**config.mk**
```make
export PLATFORM = sky130hd
export DESIGN_NAME = clkdiv_bank
export DESIGN_NICKNAME = d
export VERILOG_FILES = /design/src/rtl/clkdiv_pkg.sv /design/src/rtl/clkdiv_chan.sv /design/src/rtl/clkdiv_bank.sv
export SDC_FILE = /design/constraint.sdc
export NUM_CORES = 1
export LEC_CHECK = 0
export CELL_PAD_IN_SITES_DETAIL_PLACEMENT = 1
export CELL_PAD_IN_SITES_GLOBAL_PLACEMENT = 2
export CORE_ASPECT_RATIO = 1.5
export CORE_UTILIZATION = 37
export DETAILED_ROUTE_END_ITERATION = 10
export PLACE_DENSITY = 0.88
export SYNTH_ARGS = -nofsm -noshare
export SYNTH_HDL_FRONTEND = slang
export SYNTH_SLANG_ARGS = --single-unit
```
**constraint.sdc**
```tcl
create_clock -name clk -period 3.4 [get_ports clk]
set_clock_uncertainty 0.15 [all_clocks]
set_input_delay 0.85 -clock clk [delete_from_list [all_inputs] [get_ports clk]]
set_output_delay 0.85 -clock clk [all_outputs]
set_load 0.02 [all_outputs]
```
**src/rtl/clkdiv_pkg.sv**
```systemverilog
// clkdiv_pkg
// Shared constants and elaboration-time helpers for the clock-enable
// divider bank.
//   MIN_DIV      smallest divisor a channel will run at
//   ch_width()   width of the channel-select field
//   default_div  divisor loaded at reset
package clkdiv_pkg;

  localparam int MIN_DIV = 2;

  // A single-channel bank still gets a 1-bit select so the port never
  // collapses to zero width.
  function automatic int ch_width(input int channels);
    return (channels > 1) ? $clog2(channels) : 1;
  endfunction

  // Clock cycles per output period for the requested reset frequency.
  function automatic int default_div(input int clk_freq, input int freq);
    return clk_freq / freq;
  endfunction

endpackage

```
**src/rtl/clkdiv_chan.sv**
```systemverilog
// clkdiv_chan
// One divider channel. It holds the period counter, the active divisor and a
// one-deep pending divisor that is swapped in only at a period boundary, or
// on the next edge while the channel is disabled.
// Ports:
//   clk      system clock
//   rst      asynchronous active-low reset
//   en       run enable; while low the counter is held at 0
//   wr       accepted config write for this channel (only while pend is low)
//   wr_div   requested divisor; values below MIN_DIV are clamped
//   tick     one-cycle strobe at the start of each period
//   clk_div  square wave, high for P>>1 cycles starting with the tick cycle
//   pend     a written divisor is waiting to be applied
module clkdiv_chan
  import clkdiv_pkg::*;
#(
  parameter int               CNT_W   = 32,
  parameter logic [CNT_W-1:0] RST_DIV = CNT_W'(MIN_DIV)
) (
  input  logic             clk,
  input  logic             rst,
  input  logic             en,
  input  logic             wr,
  input  logic [CNT_W-1:0] wr_div,
  output logic             tick,
  output logic             clk_div,
  output logic             pend
);

  localparam logic [CNT_W-1:0] ONE = CNT_W'(1);
  localparam logic [CNT_W-1:0] MIN = CNT_W'(MIN_DIV);

  logic [CNT_W-1:0] cnt_reg;
  logic [CNT_W-1:0] div_reg;
  logic [CNT_W-1:0] pdiv_reg;
  logic             pend_reg;
  logic             tick_reg;
  logic             clk_div_reg;

  logic [CNT_W-1:0] div_clamped;
  logic             at_wrap;
  logic             at_half;
  logic             apply;

  assign div_clamped = (wr_div < MIN) ? MIN : wr_div;
  assign at_wrap     = (cnt_reg == div_reg - ONE);
  assign at_half     = (cnt_reg == (div_reg >> 1) - ONE);

  // The swap happens only at a boundary so the running period never gets
  // truncated or stretched mid-way.
  assign apply = pend_reg & (~en | at_wrap);

  always_ff @(posedge clk or negedge rst) begin
    if (!rst) begin
      cnt_reg     <= '0;
      div_reg     <= RST_DIV;
      pdiv_reg    <= '0;
      pend_reg    <= 1'b0;
      tick_reg    <= 1'b0;
      clk_div_reg <= 1'b0;
    end else begin
      if (!en) begin
        cnt_reg     <= '0;
        tick_reg    <= 1'b0;
        clk_div_reg <= 1'b0;
      end else if (at_wrap) begin
        cnt_reg     <= '0;
        tick_reg    <= 1'b1;
        clk_div_reg <= 1'b1;
      end else if (at_half) begin
        cnt_reg     <= cnt_reg + ONE;
        tick_reg    <= 1'b0;
        clk_div_reg <= 1'b0;
      end else begin
        cnt_reg  <= cnt_reg + ONE;
        tick_reg <= 1'b0;
      end

      if (apply) begin
        div_reg  <= pdiv_reg;
        pend_reg <= 1'b0;
      end

      // wr is only possible while pend_reg is low, so it never collides with
      // apply; a write landing on a wrap edge therefore waits a full period.
      if (wr) begin
        pdiv_reg <= div_clamped;
        pend_reg <= 1'b1;
      end
    end
  end

  assign tick    = tick_reg;
  assign clk_div = clk_div_reg;
  assign pend    = pend_reg;

endmodule

```
**src/rtl/clkdiv_bank.sv**
```systemverilog
// clkdiv_bank
// Bank of independent programmable clock-enable generators sharing one
// valid/ready config port.
// Ports:
//   clk        system clock (only clock)
//   rst        asynchronous active-low reset
//   en         per-channel run enable
//   cfg_valid  config write request
//   cfg_ready  write can be accepted (target channel has nothing pending)
//   cfg_chan   target channel; out-of-range channels accept and drop
//   cfg_div    new divisor in clock cycles per period
//   tick       per-channel one-cycle period strobe
//   clk_div    per-channel square wave
//   cfg_pend   per-channel accepted-but-not-applied flag
module clkdiv_bank
  import clkdiv_pkg::*;
#(
  parameter int  CLK_FREQ     = 50_000_000,
  parameter int  CHANNELS     = 4,
  parameter int  CNT_W        = 32,
  parameter int  DEFAULT_FREQ = 2,
  localparam int CH_W         = ch_width(CHANNELS)
) (
  input  logic                clk,
  input  logic                rst,
  input  logic [CHANNELS-1:0] en,
  input  logic                cfg_valid,
  output logic                cfg_ready,
  input  logic [CH_W-1:0]     cfg_chan,
  input  logic [CNT_W-1:0]    cfg_div,
  output logic [CHANNELS-1:0] tick,
  output logic [CHANNELS-1:0] clk_div,
  output logic [CHANNELS-1:0] cfg_pend
);

  localparam int               SEL_N   = 1 << CH_W;
  localparam logic [CNT_W-1:0] RST_DIV = CNT_W'(default_div(CLK_FREQ, DEFAULT_FREQ));

  // Zero-padded to the full select range: unused codes read as "not
  // pending", so writes to them are accepted and simply go nowhere.
  logic [SEL_N-1:0] pend_sel;
  logic             accept;

  assign pend_sel  = SEL_N'(cfg_pend);
  assign cfg_ready = ~pend_sel[cfg_chan];
  assign accept    = cfg_valid & cfg_ready;

  genvar gi;
  generate
    for (gi = 0; gi < CHANNELS; gi++) begin : g_chan
      logic wr;
      assign wr = accept & (cfg_chan == CH_W'(gi));

      clkdiv_chan #(
        .CNT_W   (CNT_W),
        .RST_DIV (RST_DIV)
      ) u_chan (
        .clk     (clk),
        .rst     (rst),
        .en      (en[gi]),
        .wr      (wr),
        .wr_div  (cfg_div),
        .tick    (tick[gi]),
        .clk_div (clk_div[gi]),
        .pend    (cfg_pend[gi])
      );
    end
  endgenerate

endmodule

```
After elaboration in Yosys (flattened, before gate mapping)
Cells that the tools add are included.
{"block": "classes", "add_sub_neg": 12, "order_cmp": 2, "eq_ne": 15, "muxes": 39, "bitwise_logic": 18, "n_reduce_logical": 5}
{"op": "$mux 32", "n": 9}
{"op": "$eq 32x32->1", "n": 8}
{"op": "$add 32x1->32 const B", "n": 4}
{"op": "$sub 31x1->32 const B", "n": 4}
{"op": "$sub 32x1->32 const B", "n": 4}
{"op": "$lt 32x2->1 const B", "n": 1}
{"op": "$mux 1", "n": 29}
{"op": "$ne 3x1->1 const B", "n": 4}
{"op": "$and 1x1->1", "n": 9}
{"op": "$reduce_bool 2->1", "n": 4}
{"op": "$not 1->1", "n": 5}
{"op": "$eq 2x2->1 const B", "n": 2}
{"op": "$or 1x1->1", "n": 4}
{"op": "$lt 2x3->1 const B", "n": 1}
{"op": "$bmux 1 s2", "n": 1}
{"op": "$eq 2x1->1 const B", "n": 1}
{"op": "$logic_not 2->1", "n": 1}
{"block": "totals", "reg_bits": 396, "input_bits": 41, "word_cells": 115}

Logic depth before layout (Yosys ltp)
Gate-level depths: netlist of run 1.
{"block": "logic_depth", "word_depth": 6, "ltp_mapped": 13}

Hierarchy
Synthesis of run 1 repeated with hierarchy kept, for this count alone.
{"block": "hier_totals", "cells_unflattened": 2587, "area_unflattened_um2": 25688.4}
{"module": "clkdiv_chan", "n_inst": 4, "cells_per_inst": 645, "area_per_inst_um2": 6406.1, "seq_area_each_um2": 2492.4}
{"module": "clkdiv_bank", "n_inst": 1, "cells_per_inst": 7, "area_per_inst_um2": 63.8, "seq_area_each_um2": 0.0}

Worst setup path before layout of run 1
OpenSTA, ideal clock, no wires.
{"block": "synth_path", "path_type": "register to register", "startpoint": "reg g_chan[1].u_chan.div_reg[1]", "endpoint": "reg g_chan[1].u_chan.div_reg[10]", "arrival_ns": 3.193, "required_time_ns": 3.125, "setup_slack_ns": -0.069, "stages_incl_launch_ff": 13, "path_buffers": 2, "period_less_slack_ns": 3.469, "path_cell_list": "dfrtp_1 clkbuf_1 inv_1 ha_1 nor4b_4 nand4_1 or4_1 a21oi_1 nor2_1 or4_1 o22a_2 buf_6 mux2_4"}
{"block": "synth_via", "elab_chain_cells": 4}
{"element": "start, declared", "line_no": "clkdiv_chan.sv:34", "rtl": "logic [CNT_W-1:0] div_reg;"}
{"element": "start signal, assigned", "line_no": "clkdiv_chan.sv:80", "rtl": "div_reg <= pdiv_reg;"}
{"element": "$sub 32x1->32", "line_no": "clkdiv_chan.sv:46", "rtl": "assign at_wrap = (cnt_reg == div_reg - ONE);"}
{"element": "$eq 32x32->1", "line_no": "clkdiv_chan.sv:46"}
{"element": "$or 1x1->1", "line_no": "clkdiv_chan.sv:51", "rtl": "assign apply = pend_reg & (~en | at_wrap);"}
{"element": "$and 1x1->1", "line_no": "clkdiv_chan.sv:51"}
Every way passes these cells.
A chain may end at the register's enable or synchronous reset.

Final worst setup path of run 1
{"block": "layout_path", "startpoint": "reg g_chan[0].u_chan.div_reg[1]", "endpoint": "reg g_chan[0].u_chan.div_reg[15]"}
{"block": "layout_via", "elab_chain_cells": 4}
{"element": "start, declared", "line_no": "clkdiv_chan.sv:34"}
{"element": "start signal, assigned", "line_no": "clkdiv_chan.sv:80"}
{"element": "$sub 32x1->32", "line_no": "clkdiv_chan.sv:46"}
{"element": "$eq 32x32->1", "line_no": "clkdiv_chan.sv:46"}
{"element": "$or 1x1->1", "line_no": "clkdiv_chan.sv:51"}
{"element": "$and 1x1->1", "line_no": "clkdiv_chan.sv:51"}
Every way passes these cells.

==> metrics.yaml, run 1 <==
setup_path:
  arrival_ns: 3.94
  worst_setup_path_end_kind: "flop"
  cp_slowest_cell: "or4b_4"
  path_buf_inv: 2
  cp_max_fo: 6
  path_delay_family: "compound AO/OA/AOI/OAI gates"
  cp-start-kind: "flop"
  crit_required_ns: 3.74
  crit_chain: "inv_2 > ha_4 > or4b_4 > o41a_1 > a211oi_2 > o2111ai_2 > nor4b_2 > nand2_1 > o32a_4 > clkbuf_16 > mux2_4"
  slowest_delay_ns: 0.53
  reg2reg_slack_ns: -0.20
  path_class: "flop to flop"
floorplanning:
  start_util_pct: 37.4
  dieArea_um2: 70700
  io_pins: 54
  chipWidth_um: 217
  coreArea_um2: 68900
  die_y_um: 325
  rows: 118
power:
  p_seq_share_pct: 30.5
  swShare_pct: 39.8
  p_clk_share_pct: 21.3
  fin_total_pwr_uw: 23900
  p_per_area_nw_per_um2: 716
  p_leak_uw: 0.0139
  vdd_ir_drop_max_uv: 425
  intPower_uw: 14400
  pwr-share-comb_pct: 48.2
  p_switching_uw: 9520
synth:
  synth_nets: 2807
  netlist_area_um2: 25800
  synth_edf_count: 0
  ys.flop_type: "dfrtp_1"
  syn_area_per_cell_um2: 9.35
  ys_seq_elements: 396
  netlist_instances: 2754
  yosysUniqueCellTypes: 96
  async_reset_ff_share_pct: 100
  yosysWarnings: 0
  seq_area_frac_synth_pct: 38.7
global_route:
  grt_usage_pct: 26.6
  overflow: 0
  first_global_vias: 24719
  grt_pass1_wl_um: 146000
  grt_antenna_before_repair: 0
  grt_start_max_net_pins: 76
cells_and_area:
  seqCellArea_um2: 9970
  layout.cells.non_filler: 3992
  area_delta_synth_final_pct: 29.6
  nFillCells: 7552
  insertedDiodeCount: 0
  multi_input_area_um2: 16100
  drive_gt1_share_pct: 32.3
  fin_nets: 3112
sta:
  finalHoldViolCount: 0
  setup_ws_ns: -0.204
  fin_setup_tns_ns: -9.30
  rsz0062_at_grt: "true"
  worst_slew_pin_slew_ns: 0.973
  timing.final.crit_share_pct: 106
  slew_headroom_pct: 34.6
  setup_violations: 86
  max_freq_mhz: 277
  fin_hold_ws_ns: 0.0746
  slew_viol_final: 0
  period_needed_ns: 3.60
route:
  detailroute.via_count: 22415
  avgViaCountPerCell: 5.61
  drt_pass1_iterations: 5
  drtAntennaViolNets: 0
  drt-initial-drc-count: 1053
  routed_wl_um: 96100
  wl_per_cell_um: 24.1
  drc: 0
placed_design:
  place.gp.congestion: 0.936
  hpwl_um: 71200
  port_buffers: 53
  dp.cells: 3843
run_status:
  status: "finished, violations left"
  violations: "setup timing"
clock_network:
  cts-root-buf: "clkbuf_16"
  numClockSinks: 396
  clk_latency_ns: 0.59
  path_clk_slew_ns: 0.07
  cts_max_level: 2
  cts_tree: "built"
  cts_max_path_buffers: 3
  cts_buffers: 42
run:
  drv_cap: 0
min_path:
  holdCritPathClass: "primary input to async pin"
==> worst register-to-register path, delay by kind of cell (launching register included) <==
kind                     cells  cell delay [ns]
multiplexers                 1             0.30
flip-flops                   1             0.39
buffers and inverters        2             0.31
AND/OR/NAND/NOR              3             0.98
adder cells (fa/ha/maj)      1             0.13
AO/OA/AOI/OAI                4             1.25
==> layout by cell type, fill, tap and decap left out, types with 14 or more instances in the layout <==
cell / n
buf_4: 368
dfrtp_1: 345
nand2_1: 305
xnor2_1: 243
xor2_1: 199
nor2_1: 180
mux2_4: 117
nand3_1: 104
nand4_1: 81
mux2_2: 73
nor2_4: 68
nor3_1: 66
clkbuf_16: 53
clkdlybuf4s50_1: 51
dfstp_2: 48
nor4_1: 47
inv_1: 43
o21ai_0: 36
a21oi_1: 32
and3_1: 31
buf_12: 28
or3_1: 27
nor2b_1: 21
or4_1: 21
nor2_2: 20
o211ai_1: 19
nor4_2: 18
buf_6: 16
mux2i_1: 15
nor3_2: 15
a31oi_1: 15
and4_1: 15
or4_4: 14
==> cells by family after synthesis <==
family	count (synthesis)	synth area share [%]
and+or+nand+nor	1164	23.3
xor gates and xnor gates	451	15.3
DFF	396	38.7
buffers and inverters	273	4.81
AOI/OAI and AO/OA	248	7.00
muxes	210	10.3
adders and majority gates	12	0.583
==> worst paths after layout <==
check	from	to	depth (start not counted)
worst max-delay path	g_chan[0].u_chan.div_reg[1]	g_chan[0].u_chan.div_reg[15]	11
worst min-delay path	rst	g_chan[1].u_chan.cnt_reg[4]	1
worst max register to register	g_chan[0].u_chan.div_reg[1]	g_chan[0].u_chan.div_reg[15]	11
worst min register to register	g_chan[2].u_chan.pdiv_reg[28]	g_chan[2].u_chan.pdiv_reg[28]	2
max in group asynchronous	rst	g_chan[3].u_chan.div_reg[12]	2
min in group clk	g_chan[2].u_chan.pdiv_reg[28]	g_chan[2].u_chan.pdiv_reg[28]	2
==> per-stage QoR <==
| stage | area (um2) | util (%) | setup slack [ns] |
|---|---|---|---|
| 2_1_floorplan | 25800 | - | 0.00214 |
| 3_3_place_gp | 29300 | 42.5 | -0.252 |
| 3_5_place_dp | 29300 | 42.5 | -0.297 |
| 4_1_cts | 32100 | 46.5 | -0.135 |
| 5_1_grt | 33400 | 48.4 | -0.308 |
| 6_report | 33400 | 48.4 | -0.204 |
==> power groups by stage <==
stage / combinational, uW / sequential [uW] / clock (uW)
final: 11500 / 7290 / 5100
after global routing: 12300 / 7400 / 5340
after CTS: 10800 / 7220 / 5190
after detailed placement: 10200 / 7250 / 0
after global placement: 9900 / 7180 / 0
after floorplan: 6620 / 6500 / 0
==> cell usage after synthesis, drive strengths merged (6+ instances only) <==
| library cell | n | share of area [%] |
|---|---|---|
| nand3b | 8 | 0.23 |
| and3 | 31 | 0.75 |
| a21o | 7 | 0.20 |
| mux2 | 195 | 9.7 |
| and2 | 11 | 0.27 |
| nor2 | 268 | 3.9 |
| a311oi | 6 | 0.20 |
| buf | 68 | 1.8 |
| o31ai | 13 | 0.40 |
| nand4b | 11 | 0.37 |
| inv | 51 | 0.74 |
| or2 | 13 | 0.32 |
| dfstp | 48 | 4.9 |
| nand4 | 81 | 2.0 |
| or4 | 35 | 1.0 |
| and4 | 21 | 0.72 |
| nor3b | 10 | 0.29 |
| nor3 | 84 | 1.7 |
| nand2 | 307 | 4.5 |
| mux2i | 15 | 0.58 |
| xnor2 | 249 | 8.5 |
| o211ai | 19 | 0.55 |
| clkbuf | 154 | 2.2 |
| nand2b | 12 | 0.29 |
| or3 | 32 | 0.78 |
| ha | 12 | 0.58 |
| nor4b | 16 | 0.78 |
| a211oi | 13 | 0.38 |
| o21ai | 49 | 0.95 |
| nand3 | 108 | 2.1 |
| o2111ai | 11 | 0.37 |
| o22ai | 10 | 0.27 |
| nor4 | 73 | 2.0 |
| a21oi | 34 | 0.66 |
| a31oi | 16 | 0.39 |
| xor2 | 202 | 6.9 |
| nor2b | 24 | 0.58 |
| dfrtp | 348 | 34 |
==> layout make-up <==
class                           count  share of cell area [%]
Clock buffer                       64                    3.70
Timing Repair Buffer              483                    13.4
Sequential cell                   396                    29.9
Multi-Input combinational cell   2085                    48.3
Tap cell                          900                    3.37
Clock inverter                     13                   0.753
Inverter                           51                   0.581
==> routing by layer <==
| metal | track usage, % | vias to the layer above | wire, um |
|---|---|---|---|
| met5 | 0 | - | 0 |
| met4 | 12.7 | 0 | 5310 |
| met3 | 3.06 | 257 | 3090 |
| met2 | 49.9 | 487 | 51700 |
| met1 | 29.2 | 11495 | 36000 |
| li1 | - | 10176 | - |
==> what timing repair did <==
item / CTS / global route
pin swaps: 69 / 94
endpoints found under the setup margin: 268 / 268
setup buffers: 33 / 26
hold buffers: 0 / 0
gates resized for setup: 192 / 218
endpoints found under the hold margin: 0 / 0
gates cloned: 8 / 12
Note: power is estimated with default switching activity, not from simulation.
==> inputs of run 2 (changes only) <==
--- a/config.mk
+++ b/config.mk
@@ -8,6 +8,7 @@
 export CELL_PAD_IN_SITES_DETAIL_PLACEMENT = 1
 export CELL_PAD_IN_SITES_GLOBAL_PLACEMENT = 2
 export CORE_ASPECT_RATIO = 1.5
+export CORE_MARGIN = 2
 export CORE_UTILIZATION = 37
 export DETAILED_ROUTE_END_ITERATION = 10
 export PLACE_DENSITY = 0.88
==> metrics.yaml, run 2 (synthesized netlist as in run 1, its figures left out) <==
setup_path:
  path_buf_inv: 2  # unchanged
  cpMostUsedCell: "or4_4"
  worst_setup_path_end_kind: "flop"  # unchanged
  crit_required_ns: 3.73  # was 3.74 ns
  timing.rr.start: "g_chan[2].u_chan.div_reg[10]"  # was g_chan[0].u_chan.div_reg[1]
  cp_max_fo: 8  # was 6
  cp-start-kind: "flop"  # unchanged
  slowest_delay_ns: 0.54  # was 0.53 ns
  arrival_ns: 3.91  # was 3.94 ns
  reg2reg_to: "g_chan[2].u_chan.div_reg[27]"  # was g_chan[0].u_chan.div_reg[15]
  path_class: "flop to flop"  # unchanged
  reg2reg_slack_ns: -0.19  # was -0.20 ns
  crit_chain: "or4_4 > or4_4 > nor4b_4 > o221ai_2 > nor4b_2 > nand4_1 > o22ai_4 > buf_6 > buf_12 > mux2_4"  # was inv_2 > ha_4 > or4b_4 > o41a_1 > a211oi_2 > o2111ai_2 > nor4b_2 > nand2_1 > o32a_4 > clkbuf_16 > mux2_4
  startpoint: "g_chan[2].u_chan.div_reg[10]"  # was g_chan[0].u_chan.div_reg[1]
  r2r_cells: 10  # was 11
  cp.depth: 10  # was 11
  critPathCapture: "g_chan[2].u_chan.div_reg[27]"  # was g_chan[0].u_chan.div_reg[15]
  path_delay_family: "simple AND/OR/NAND/NOR gates"  # was compound AO/OA/AOI/OAI gates
  cp_slowest_cell: "or4_4"  # was or4b_4
cells_and_area:
  final_common_cell: "buf_4"  # unchanged
  mostFrequentLayoutCells: "buf_4 (362), dfrtp_1 (345), nand2_1 (306)"  # was buf_4 (368), dfrtp_1 (345), nand2_1 (305)
  seqCellArea_um2: 9970  # unchanged
  layout.cells.non_filler: 3987  # was 3992
  post-route-util_pct: 47.9  # was 48.4%
  area_delta_synth_final_pct: 28.2  # was 29.6%
  nFillCells: 7566  # was 7552
  multi_input_area_um2: 15900  # was 16100 um2
  drive_gt1_share_pct: 31.1  # was 32.3%
  fin_nets: 3106  # was 3112
  final_area_um2: 33000  # was 33400 um2
  insertedDiodeCount: 0  # unchanged
power:
  vdd_ir_drop_max_uv: 399  # was 425 uV
  p_per_area_nw_per_um2: 725  # was 716 nW/um2
  p_leak_uw: 0.0138  # was 0.0139 uW
sta:
  slew_viol_final: 0  # unchanged
  timing.final.crit_share_pct: 105  # was 106%
  setup_violations: 160  # was 86
  fin_setup_tns_ns: -16.34  # was -9.30 ns
  setup_ws_ns: -0.187  # was -0.204 ns
  slew_headroom_pct: 37.4  # was 34.6%
  max_freq_mhz: 279  # was 277 MHz
  finalHoldViolCount: 0  # unchanged
  worst_slew_pin_slew_ns: 0.931  # was 0.973 ns
  fin_hold_ws_ns: 0.0673  # was 0.0746 ns
  rsz0062_at_grt: "true"  # unchanged
  period_needed_ns: 3.59  # was 3.60 ns
route:
  drtAntennaViolNets: 0  # unchanged
  avgViaCountPerCell: 5.72  # was 5.61
  detailroute.via_count: 22817  # was 22.4k
  routed_wl_um: 99300  # was 96100 um
  drt-initial-drc-count: 1272  # was 1053
  drc: 0  # unchanged
  wl_per_cell_um: 24.9  # was 24.1 um
  drt_pass1_iterations: 5  # unchanged
clock_network:
  cts_buffers: 42  # unchanged
  numClockSinks: 396  # unchanged
  cts_max_level: 2  # unchanged
  clk_latency_ns: 0.60  # was 0.59 ns
  path_clk_slew_ns: 0.08  # was 0.07 ns
  cts_tree: "built"  # unchanged
  cts-root-buf: "clkbuf_16"  # unchanged
  cts_max_path_buffers: 3  # unchanged
  cts-hold-fix-buffers: 0  # unchanged
floorplanning:
  coreArea_um2: 68900  # unchanged
  start_util_pct: 37.4  # unchanged
  io_pins: 54  # unchanged
  rows: 118  # unchanged
  die_y_um: 327  # was 325 um
  chipWidth_um: 219  # was 217 um
  dieArea_um2: 71800  # was 70700 um2
run:
  drv_cap: 0  # unchanged
placed_design:
  dp.cells: 3832  # was 3843
  place_area_um2: 29200  # was 29300 um2
  place.gp.congestion: 0.951  # was 0.936
  port_buffers: 53  # unchanged
  hpwl_um: 71000  # was 71200 um
global_route:
  first_global_vias: 25278  # was 24.7k
  grt_usage_pct: 27.3  # was 26.6%
  grt_antenna_before_repair: 3  # was 0
  grt_start_max_net_pins: 73  # was 76
  overflow: 0  # unchanged
  grt_pass1_wl_um: 151000  # was 146000 um
run_status:
  status: "finished, violations left"  # unchanged
  violations: "setup timing"  # unchanged
min_path:
  holdCritPathClass: "primary input to async pin"  # unchanged
-- run 2: cell types whose count changed in the layout (fill, tap and decap cells not counted), sizes merged --
cell and change:
bufinv -3, clkinvlp +8, buf -2, clkinv +8, clkbuf -16
-- run 2: how the worst min path moves through the flow --
stage	endpoint	slack, ns	cells after the start
2_1_floorplan	g_chan[2].u_chan.pdiv_reg[10]	0.29	2
3_3_place_gp	g_chan[2].u_chan.pdiv_reg[30]	0.31	2
3_5_place_dp	g_chan[2].u_chan.pdiv_reg[15]	0.32	2
4_1_cts	g_chan[2].u_chan.cnt_reg[19]	0.09	1
5_1_grt	g_chan[2].u_chan.cnt_reg[19]	0.12	1
6_report	g_chan[2].u_chan.cnt_reg[19]	0.07	1
-- run 2: through the flow --
stage	setup slack [ns]	power [uW]
finish	-0.187	23900
global route	-0.253	25100
CTS	-0.157	23100
detailed placement	-0.342	17500
global placement	-0.284	17000
floorplan	0.00214	13100
-- run 2: final cells by class --
| type | count | area share (%) |
|---|---|---|
| clock buffer | 52 | 3.58 |
| tap | 900 | 3.41 |
| timing repair buffer | 477 | 13.2 |
| sequential | 396 | 30.2 |
| inverter | 51 | 0.587 |
| clock inverter | 26 | 0.871 |
| multi-input combinational | 2085 | 48.1 |
-- run 2: repair_timing --
item | in CTS | in global routing
setup endpoints to repair | 235 | 266
cloned | 14 | 7
buffers inserted | 32 | 36
resized for setup | 144 | 205
pin swaps | 40 | 87
hold endpoints to repair | 0 | 0
-- run 2: routing by layer --
layer / vias to the layer above / share of wire, % / global-route usage, %
met5: - / 0.010 / 0
met4: 2 / 6.2 / 14.3
met3: 309 / 3.9 / 3.54
met2: 623 / 53 / 50.8
met1: 11706 / 37 / 29.7
li1: 10177 / - / -
-- run 2: worst register-to-register path, delay by kind of cell (launching register included) --
family | cells | cell delay, ns
AO/OA/AOI/OAI | 2 | 0.39
buffers and inverters | 2 | 0.31
AND/OR/NAND/NOR | 5 | 1.90
multiplexers | 1 | 0.31
flip-flops | 1 | 0.40
-- run 2: report_power, final --
part / switching, uW / internal (uW) / leakage [uW]
clock network: 2190 / 2820 / 0.000696
registers: 1350 / 5900 / 0.00499
logic: 6240 / 5440 / 0.00815
